### src/rtl/hilo_div_unit_pkg.sv
// Shared definitions for the HI/LO divide unit: FSM encodings and common constants.
package hilo_div_unit_pkg;

  typedef enum logic [1:0] {
    S_IDLE    = 2'b00,
    S_DIVZERO = 2'b01,
    S_DIVON   = 2'b10,
    S_DONE    = 2'b11
  } div_state_e;

  localparam int          DIV_CYCLES = 32;
  localparam logic [31:0] ZeroWord   = 32'h0000_0000;
  localparam logic        DivStart   = 1'b1;
  localparam logic        DivStop    = 1'b0;

endpackage

### src/rtl/hilo_div_unit_div_step.sv
// One restoring-division iteration: shift the working register left, then try
// to subtract the divisor magnitude from its upper DATA_W+1 bits.
module hilo_div_unit_div_step #(
  parameter int DATA_W = 32
) (
  input  logic [2*DATA_W:0] work,
  input  logic [DATA_W-1:0] divisor,
  output logic [2*DATA_W:0] next_work
);

  logic [2*DATA_W:0] shifted_s;
  logic [DATA_W+1:0] diff_s;

  assign shifted_s = {work[2*DATA_W-1:0], 1'b0};
  // One extra bit on the subtraction so its MSB is the borrow (negative result).
  assign diff_s    = {1'b0, shifted_s[2*DATA_W:DATA_W]} - {2'b00, divisor};

  // Keep the difference and set the quotient bit, or restore the shifted value.
  always_comb begin
    next_work = shifted_s;
    if (diff_s[DATA_W+1] == 1'b0) begin
      next_work = {diff_s[DATA_W:0], shifted_s[DATA_W-1:1], 1'b1};
    end else begin
      next_work = shifted_s;
    end
  end

endmodule

### src/rtl/hilo_div_unit.sv
// Sequential MIPS DIV/DIVU engine producing HI (remainder) and LO (quotient).
// Optional feature macro: DIV_ANNUL_EN adds annul_i to cancel an in-flight divide.
module hilo_div_unit
  import hilo_div_unit_pkg::*;
#(
  parameter int DATA_W = DIV_CYCLES
) (
  input  logic              clk,
  input  logic              reset,
  input  logic              start_i,
  input  logic              signed_div_i,
  input  logic [DATA_W-1:0] opdata1_i,
  input  logic [DATA_W-1:0] opdata2_i,
`ifdef DIV_ANNUL_EN
  input  logic              annul_i,
`endif
  output logic              busy_o,
  output logic              ready_o,
  output logic [DATA_W-1:0] hi_o,
  output logic [DATA_W-1:0] lo_o
);

  localparam int                CNT_W    = $clog2(DATA_W + 1);
  localparam logic [CNT_W-1:0]  LAST_CNT = CNT_W'(DATA_W);
  localparam logic [DATA_W-1:0] ZERO_W   = DATA_W'(ZeroWord);

  div_state_e          state_r, state_s;
  logic [CNT_W-1:0]    cnt_r, cnt_s;
  logic [2*DATA_W:0]   work_r, work_s, step_s;
  logic                neg_quot_r, neg_quot_s;
  logic                neg_rem_r, neg_rem_s;
  logic [DATA_W-1:0]   hi_r, hi_s, lo_r, lo_s;
  logic                ready_r, ready_s;
  logic                annul_s;
  logic [DATA_W-1:0]   op1_mag_s, op2_mag_s, divisor_mag_r, divisor_mag_s;
  logic [DATA_W-1:0]   quot_s, rem_s;
  logic                unused_s;

`ifdef DIV_ANNUL_EN
  assign annul_s = annul_i;
`else
  assign annul_s = 1'b0;
`endif

  assign op1_mag_s = (signed_div_i && opdata1_i[DATA_W-1]) ? -opdata1_i : opdata1_i;
  assign op2_mag_s = (signed_div_i && opdata2_i[DATA_W-1]) ? -opdata2_i : opdata2_i;
  assign quot_s    = work_r[DATA_W-1:0];
  assign rem_s     = work_r[2*DATA_W-1:DATA_W];
  // The register MSB is always clear once a step settles; it only matters inside a step.
  assign unused_s  = work_r[2*DATA_W];

  hilo_div_unit_div_step #(.DATA_W(DATA_W)) u_div_step (
    .work      (work_r),
    .divisor   (divisor_mag_r),
    .next_work (step_s)
  );

  // Next-state and datapath update for the divide FSM.
  always_comb begin
    state_s       = state_r;
    cnt_s         = cnt_r;
    work_s        = work_r;
    divisor_mag_s = divisor_mag_r;
    neg_quot_s    = neg_quot_r;
    neg_rem_s     = neg_rem_r;
    hi_s          = hi_r;
    lo_s          = lo_r;
    if (annul_s) begin
      state_s = S_IDLE;
      cnt_s   = {CNT_W{1'b0}};
    end else begin
      case (state_r)
        S_IDLE: begin
          if (start_i == DivStart) begin
            cnt_s         = {CNT_W{1'b0}};
            divisor_mag_s = op2_mag_s;
            neg_quot_s    = signed_div_i & (opdata1_i[DATA_W-1] ^ opdata2_i[DATA_W-1]);
            neg_rem_s     = signed_div_i & opdata1_i[DATA_W-1];
            if (opdata2_i == ZERO_W) begin
              // Divide-by-zero keeps the raw dividend for HI.
              state_s = S_DIVZERO;
              work_s  = {{(DATA_W+1){1'b0}}, opdata1_i};
            end else begin
              state_s = S_DIVON;
              work_s  = {{(DATA_W+1){1'b0}}, op1_mag_s};
            end
          end else begin
            state_s = S_IDLE;
          end
        end
        S_DIVZERO: begin
          state_s = S_DONE;
          lo_s    = {DATA_W{1'b1}};
          hi_s    = work_r[DATA_W-1:0];
        end
        S_DIVON: begin
          if (cnt_r == LAST_CNT) begin
            state_s = S_DONE;
            lo_s    = neg_quot_r ? -quot_s : quot_s;
            hi_s    = neg_rem_r  ? -rem_s  : rem_s;
          end else begin
            work_s = step_s;
            cnt_s  = cnt_r + CNT_W'(1);
          end
        end
        S_DONE: begin
          if (start_i == DivStop) begin
            state_s = S_IDLE;
          end else begin
            state_s = S_DONE;
          end
        end
        default: begin
          state_s = S_IDLE;
        end
      endcase
    end
    ready_s = (state_s == S_DONE);
  end

  // State and result registers; reset clears everything at once.
  always_ff @(posedge clk or negedge reset) begin
    if (!reset) begin
      state_r       <= S_IDLE;
      cnt_r         <= {CNT_W{1'b0}};
      work_r        <= {(2*DATA_W+1){1'b0}};
      divisor_mag_r <= ZERO_W;
      neg_quot_r    <= 1'b0;
      neg_rem_r     <= 1'b0;
      hi_r          <= ZERO_W;
      lo_r          <= ZERO_W;
      ready_r       <= 1'b0;
    end else begin
      state_r       <= state_s;
      cnt_r         <= cnt_s;
      work_r        <= work_s;
      divisor_mag_r <= divisor_mag_s;
      neg_quot_r    <= neg_quot_s;
      neg_rem_r     <= neg_rem_s;
      hi_r          <= hi_s;
      lo_r          <= lo_s;
      ready_r       <= ready_s;
    end
  end

  assign busy_o  = (state_r == S_DIVON) | (state_r == S_DIVZERO) |
                   ((state_r == S_IDLE) & start_i);
  assign ready_o = ready_r;
  assign hi_o    = hi_r;
  assign lo_o    = lo_r;

endmodule

### config.mk
export PLATFORM = sky130hd
export DESIGN_NAME = hilo_div_unit
export DESIGN_NICKNAME = d
export VERILOG_FILES = /design/src/rtl/hilo_div_unit_pkg.sv /design/src/rtl/hilo_div_unit_div_step.sv /design/src/rtl/hilo_div_unit.sv
export SDC_FILE = /design/constraint.sdc
export NUM_CORES = 1
export LEC_CHECK = 0
export BUFFER_PORTS_ARGS = -buffer_cell sky130_fd_sc_hd__buf_4
export CORE_ASPECT_RATIO = 1.25
export CORE_MARGIN = 3
export CORE_UTILIZATION = 42
export CTS_CLUSTER_DIAMETER = 60
export DETAILED_ROUTE_END_ITERATION = 7
export PLACE_DENSITY_LB_ADDON = 0.2
export SLEW_MARGIN = 15
export SYNTH_ARGS = -nofsm -noshare
export SYNTH_HDL_FRONTEND = slang
export SYNTH_HIERARCHICAL = 1
export SYNTH_SLANG_ARGS = --single-unit
export TNS_END_PERCENT = 30
### constraint.sdc
create_clock -name clk -period 3 [get_ports clk]
set_input_delay 0.15 -clock clk [delete_from_list [all_inputs] [get_ports clk]]
set_output_delay 0.15 -clock clk [all_outputs]
set_load 0.05 [all_outputs]
; ---- After elaboration in Yosys (flattened, before gate mapping)
; Cells that the tools add are included.
[classes]
eq_ne = 8
addsub = 6
bitwise = 6
reduce_logical = 9
muxes = 21
[ops]
columns = cell, n
row1 = 32-bit 2-to-1 mux, 7
row2 = 64-bit 2-to-1 mux, 3
row3 = 32-bit negator, 4
row4 = 32-bit case mux with 2 select lines, 2
row5 = 64-bit case mux with 2 select lines, 1
row6 = 33-bit by 32-bit subtractor with 34-bit output, 1
row7 = 32-bit zero test, 1
row8 = 6-bit 2-to-1 mux, 2
row9 = 6-bit case mux with 2 select lines, 1
row10 = 2-bit 2-to-1 mux, 4
row11 = 2-bit case mux with 4 select lines, 1
row12 = "6-bit by 1-bit adder with 6-bit output, second input constant", 1
row13 = "2-bit equality test, second input constant", 3
row14 = "6-bit equality test, second input constant", 1
row15 = "2-bit != test, second input constant", 3
row16 = 2-bit AND reduction, 2
row17 = 2-bit nonzero test, 2
row18 = 1-bit AND, 3
row19 = 3-bit AND reduction, 1
row20 = "2-bit by 1-bit equality test with 1-bit output, second input constant", 1
row21 = 1-bit logical AND, 2
row22 = 2-bit zero test, 1
row23 = 1-bit bitwise OR, 2
row24 = 1-bit bitwise XOR, 1
[word_totals]
ff_bits = 171
in_bits = 68
output_inout_bits = 66

; ---- Depth between registers and ports, before layout
[depth]
ltp_word = 5
depth_mapped = 14
mapped_depth_nobuf = 13

; ---- Cells and area by module
; Netlist, hierarchy kept.
[by_module_without_submodules]
columns = mod, instances, cells_each, seq_area_each_um2, area_per_inst_um2
row1 = hilo_div_unit, 1, 1071, 4304.1, 9760.6
row2 = hilo_div_unit_div_step, 1, 396, 0.0, 2613.8

; ---- Worst setup path after synthesis
; Ideal clock, no wire load.
[synth_path]
path_kind = reg2reg
start = reg work_r[31]
end = reg work_r[58]
arrival_ns = 2.678
period_less_slack_ns = 2.799
required_ns = 2.879
setup_time_ns = 0.121
path_stages_with_launch = 13
n_path_buf = 0
slack_ns = 0.201
cell_sequence = dfrtp_1 -> inv_1 -> ha_1 -> inv_1 -> fa_1 -> a211oi_1 -> o211a_1 -> o41ai_1 -> nor2_1 -> nor2_1 -> or4_1 -> a41o_1 -> a22o_1
[synth_between]
elab_chain_cells = 4
[synth_lines]
columns = element, line
row1 = from (decl), hilo_div_unit.sv:29  ; logic [2*DATA_W:0] work_r, work_s, step_s;
row2 = from (signal assigned), hilo_div_unit.sv:126  ; work_r <= {(2*DATA_W+1){1'b0}};
row3 = from (signal assigned), hilo_div_unit.sv:136  ; work_r <= work_s;
row4 = 33-bit by 32-bit subtractor with 34-bit output, hilo_div_unit_div_step.sv:16  ; assign diff_s = {1'b0, shifted_s[2*DATA_W:DATA_W]} - {2'b00, divisor};
row5 = 64-bit 2-to-1 mux, hilo_div_unit_div_step.sv:21  ; if (diff_s[DATA_W+1] == 1'b0) begin
row6 = named net step_s[58], hilo_div_unit.sv:29
row7 = 64-bit 2-to-1 mux, hilo_div_unit.sv:97  ; if (cnt_r == LAST_CNT) begin
row8 = 64-bit case mux with 2 select lines, hilo_div_unit.sv:72  ; case (state_r)
; The timed path passes the listed nets, and every way through them passes these cells. The select of a mux whose other input is x is not followed.
; A chain may end at the register's enable or synchronous reset.

; ---- Final worst setup path
; Ends and elaborated chain as after synthesis.

==> metrics <==
Crit Reg-Reg Startpoint=work_r[31]; total wire length=39.1 mm; CTS sink cnt=171; Final Hold Fails=0; CTS Buf Count=17; Total GRT Usage=0.242; worst-case vdd ir drop=~0.43 mV; Detailed Place HPWL=29.7 mm; Fin Clk Skew=6.47 ps; dpl cell area=about 14,000 µm²; die area=approximately 31,000 µm²; fillers=2,810; synthesized area=12,300 µm²; Routed Antenna Nets=0; routability-driven placement congestion ratio=about 0.9; pin count of the biggest net entering global routing=73; CTS tree=done; crit path capture type=register; Mapped Cells=approximately 1,500; Worst-path clk slew=70 ps; Mean Syn Cell Area=8.44 µm²; number of diodes=0; Req. time, crit path=3330 ps; root buffer cell=clkbuf_16; fin area=14,800 µm²; status=completed; Power Density=between 1000 and 1500 nW/µm²; CP arrival=3160 ps; CTS max path bufs=2; syn_nets=roughly 1,600; first-pass GRT wire length=between 60 and 70 mm; Leakage=approximately 0.0066 µW; Die Y-Extent=197 µm; RSZ-0062 raised after global routing=true; WL/cell=19.5 µm; worst-path maximum fanout=3; crit-path max cell delay=approximately 420 ps; Core Footprint=between 20,000 and 30,000 µm²; pins over their slew limit=0; hold depth=3; Worst Tran Pin Value=about 920 ps; Worst Reg-to-Reg Cells=12; final net count=between 1,500 and 2,000; CP top delay family=compound AO/OA/AOI/OAI gates; Slew headroom=0.386; Hold EP=work_r[19]; vias=around 11,000; Initial DRT Pass Iterations=5; FF-to-FF End=work_r[58]; Port-buffer cells=approximately 130; min-delay src=opdata1_i[19]; Hold Crit Class=in2reg; Clock Latency Late Sink=440 ps; Core Util, Final=0.515; CP max stage cell=or4_1; CTS H-tree depth=4; Rows=a little under 70; sequence of cells on the critical path=inv_1 > ha_1 > inv_1 > fa_2 > a211oi_2 > o211a_1 > o41ai_1 > nor2_1 > nor2_1 > or4_1 > a41o_1 > a22o_1; Tmin final=2830 ps; io pins=134; # Max-Cap Violations=0; vias in the first global route=10,857; initial core utilization=0.429; gr ovfl total=0; CP bufs+invs=2; Fmax=353 MHz; width of the die=159 µm; Register Area=4280 µm²; DRC=0; WS Path Type=reg2reg; final worst-path cycle share=0.944; final setup violating endpoints=0; antenna violations before repair=0; R2R Setup Slk=approximately 170 ps; routed vias/inst=5.64; synth warn=6; share of cells above drive strength 1=0.200; area of the multi-input gates=7250 µm²; number of DRC markers in iteration 0=676; startpoint types=register; Layout area overhead=20.0%
==> metal layers <==
| metal | up-vias | global-route usage | wire [µm] |
|---|---|---|---|
| met2 | 313 | 0.451 | 20500 |
| met5 | - | 0 | 0 |
| li1 | 5489 | - | - |
| met4 | 0 | 0.0934 | 1340 |
| met1 | 5454 | 0.286 | 15600 |
| met3 | 63 | 0.0281 | 1560 |
==> area by class of cell <==
| type | instances | area share |
|---|---|---|
| timing repair buffer | 241 | 0.127 |
| tap | 390 | 0.0331 |
| sequential | 171 | 0.290 |
| clock inverter | 10 | 0.0129 |
| multi-input combinational | 1116 | 0.491 |
| clock buffer | 20 | 0.0310 |
| inverter | 58 | 0.0148 |
==> worst max-delay path by stage <==
stage,endpoint,cells past startpoint,slack [ps],from
after floorplan,work_r[58],12,200,work_r[31]
after global placement,work_r[58],12,80,work_r[31]
after detailed placement,work_r[58],12,50,work_r[31]
after CTS,work_r[58],12,20,work_r[31]
after global routing,work_r[58],12,-20,work_r[31]
final,work_r[58],12,170,work_r[31]
==> where the power goes <==
part / switching [µW] / internal, µW / total, µW
Combinational: 7310 / 4640 / 12000
Clock: 964 / 1520 / 2480
Sequential: 1030 / 3260 / 4290
==> registers in the layout (all words and copies together) (netlist names) <==
signal / count
work_r: 64
divisor_mag_r: 32
hi_o: 32
lo_o: 32
cnt_r: 6
state_r: 2
neg_quot_r: 1
neg_rem_r: 1
ready_o: 1
==> repair_timing <==
item / 4_1_cts / 5_1_grt
setup buffers: 0 / 4
endpoints found under the setup margin: 0 / 30
resized for setup: 0 / 10
endpoints found under the hold margin: 69 / 0
hold buffers: 4 / 0
==> cells in the final DEF (no fill, tap or decap), drive strengths merged, types with 8 or more instances in the layout <==
cell type / count
a211oi: 12
a21o: 26
a21oi: 117
a22o: 30
a31oi: 14
and2: 12
and3: 14
buf: 237
clkbuf: 20
dfrtp: 171
ha: 42
inv: 58
mux2i: 12
nand2: 151
nand3: 29
nand4: 11
nor2: 120
nor2b: 8
nor3: 21
nor4: 15
o21ai: 147
o22ai: 31
o31ai: 35
o41ai: 16
or2: 9
or3: 11
or4: 16
xnor2: 44
xor2: 100
==> tightest hold or removal path: stages <==
cell	delay [ps]
buf_4	90
xor2_1	70
o22ai_1	100
==> per-stage QoR <==
step                      total power, µW  hold slack (ps)  cells  setup TNS, ps  setup slack [ps]
after CTS                           18600             1.55   2000              0              17.0
after global placement              15900              205   1966              0              84.0
after global routing                20100             15.9   2006          -18.5             -18.5
final                               18700             13.9   2006              0               169
after detailed placement            16000              208   1966              0              47.9
after floorplan                     12500             -146   1457              0               201
Note: power is estimated with default switching activity, not from simulation.
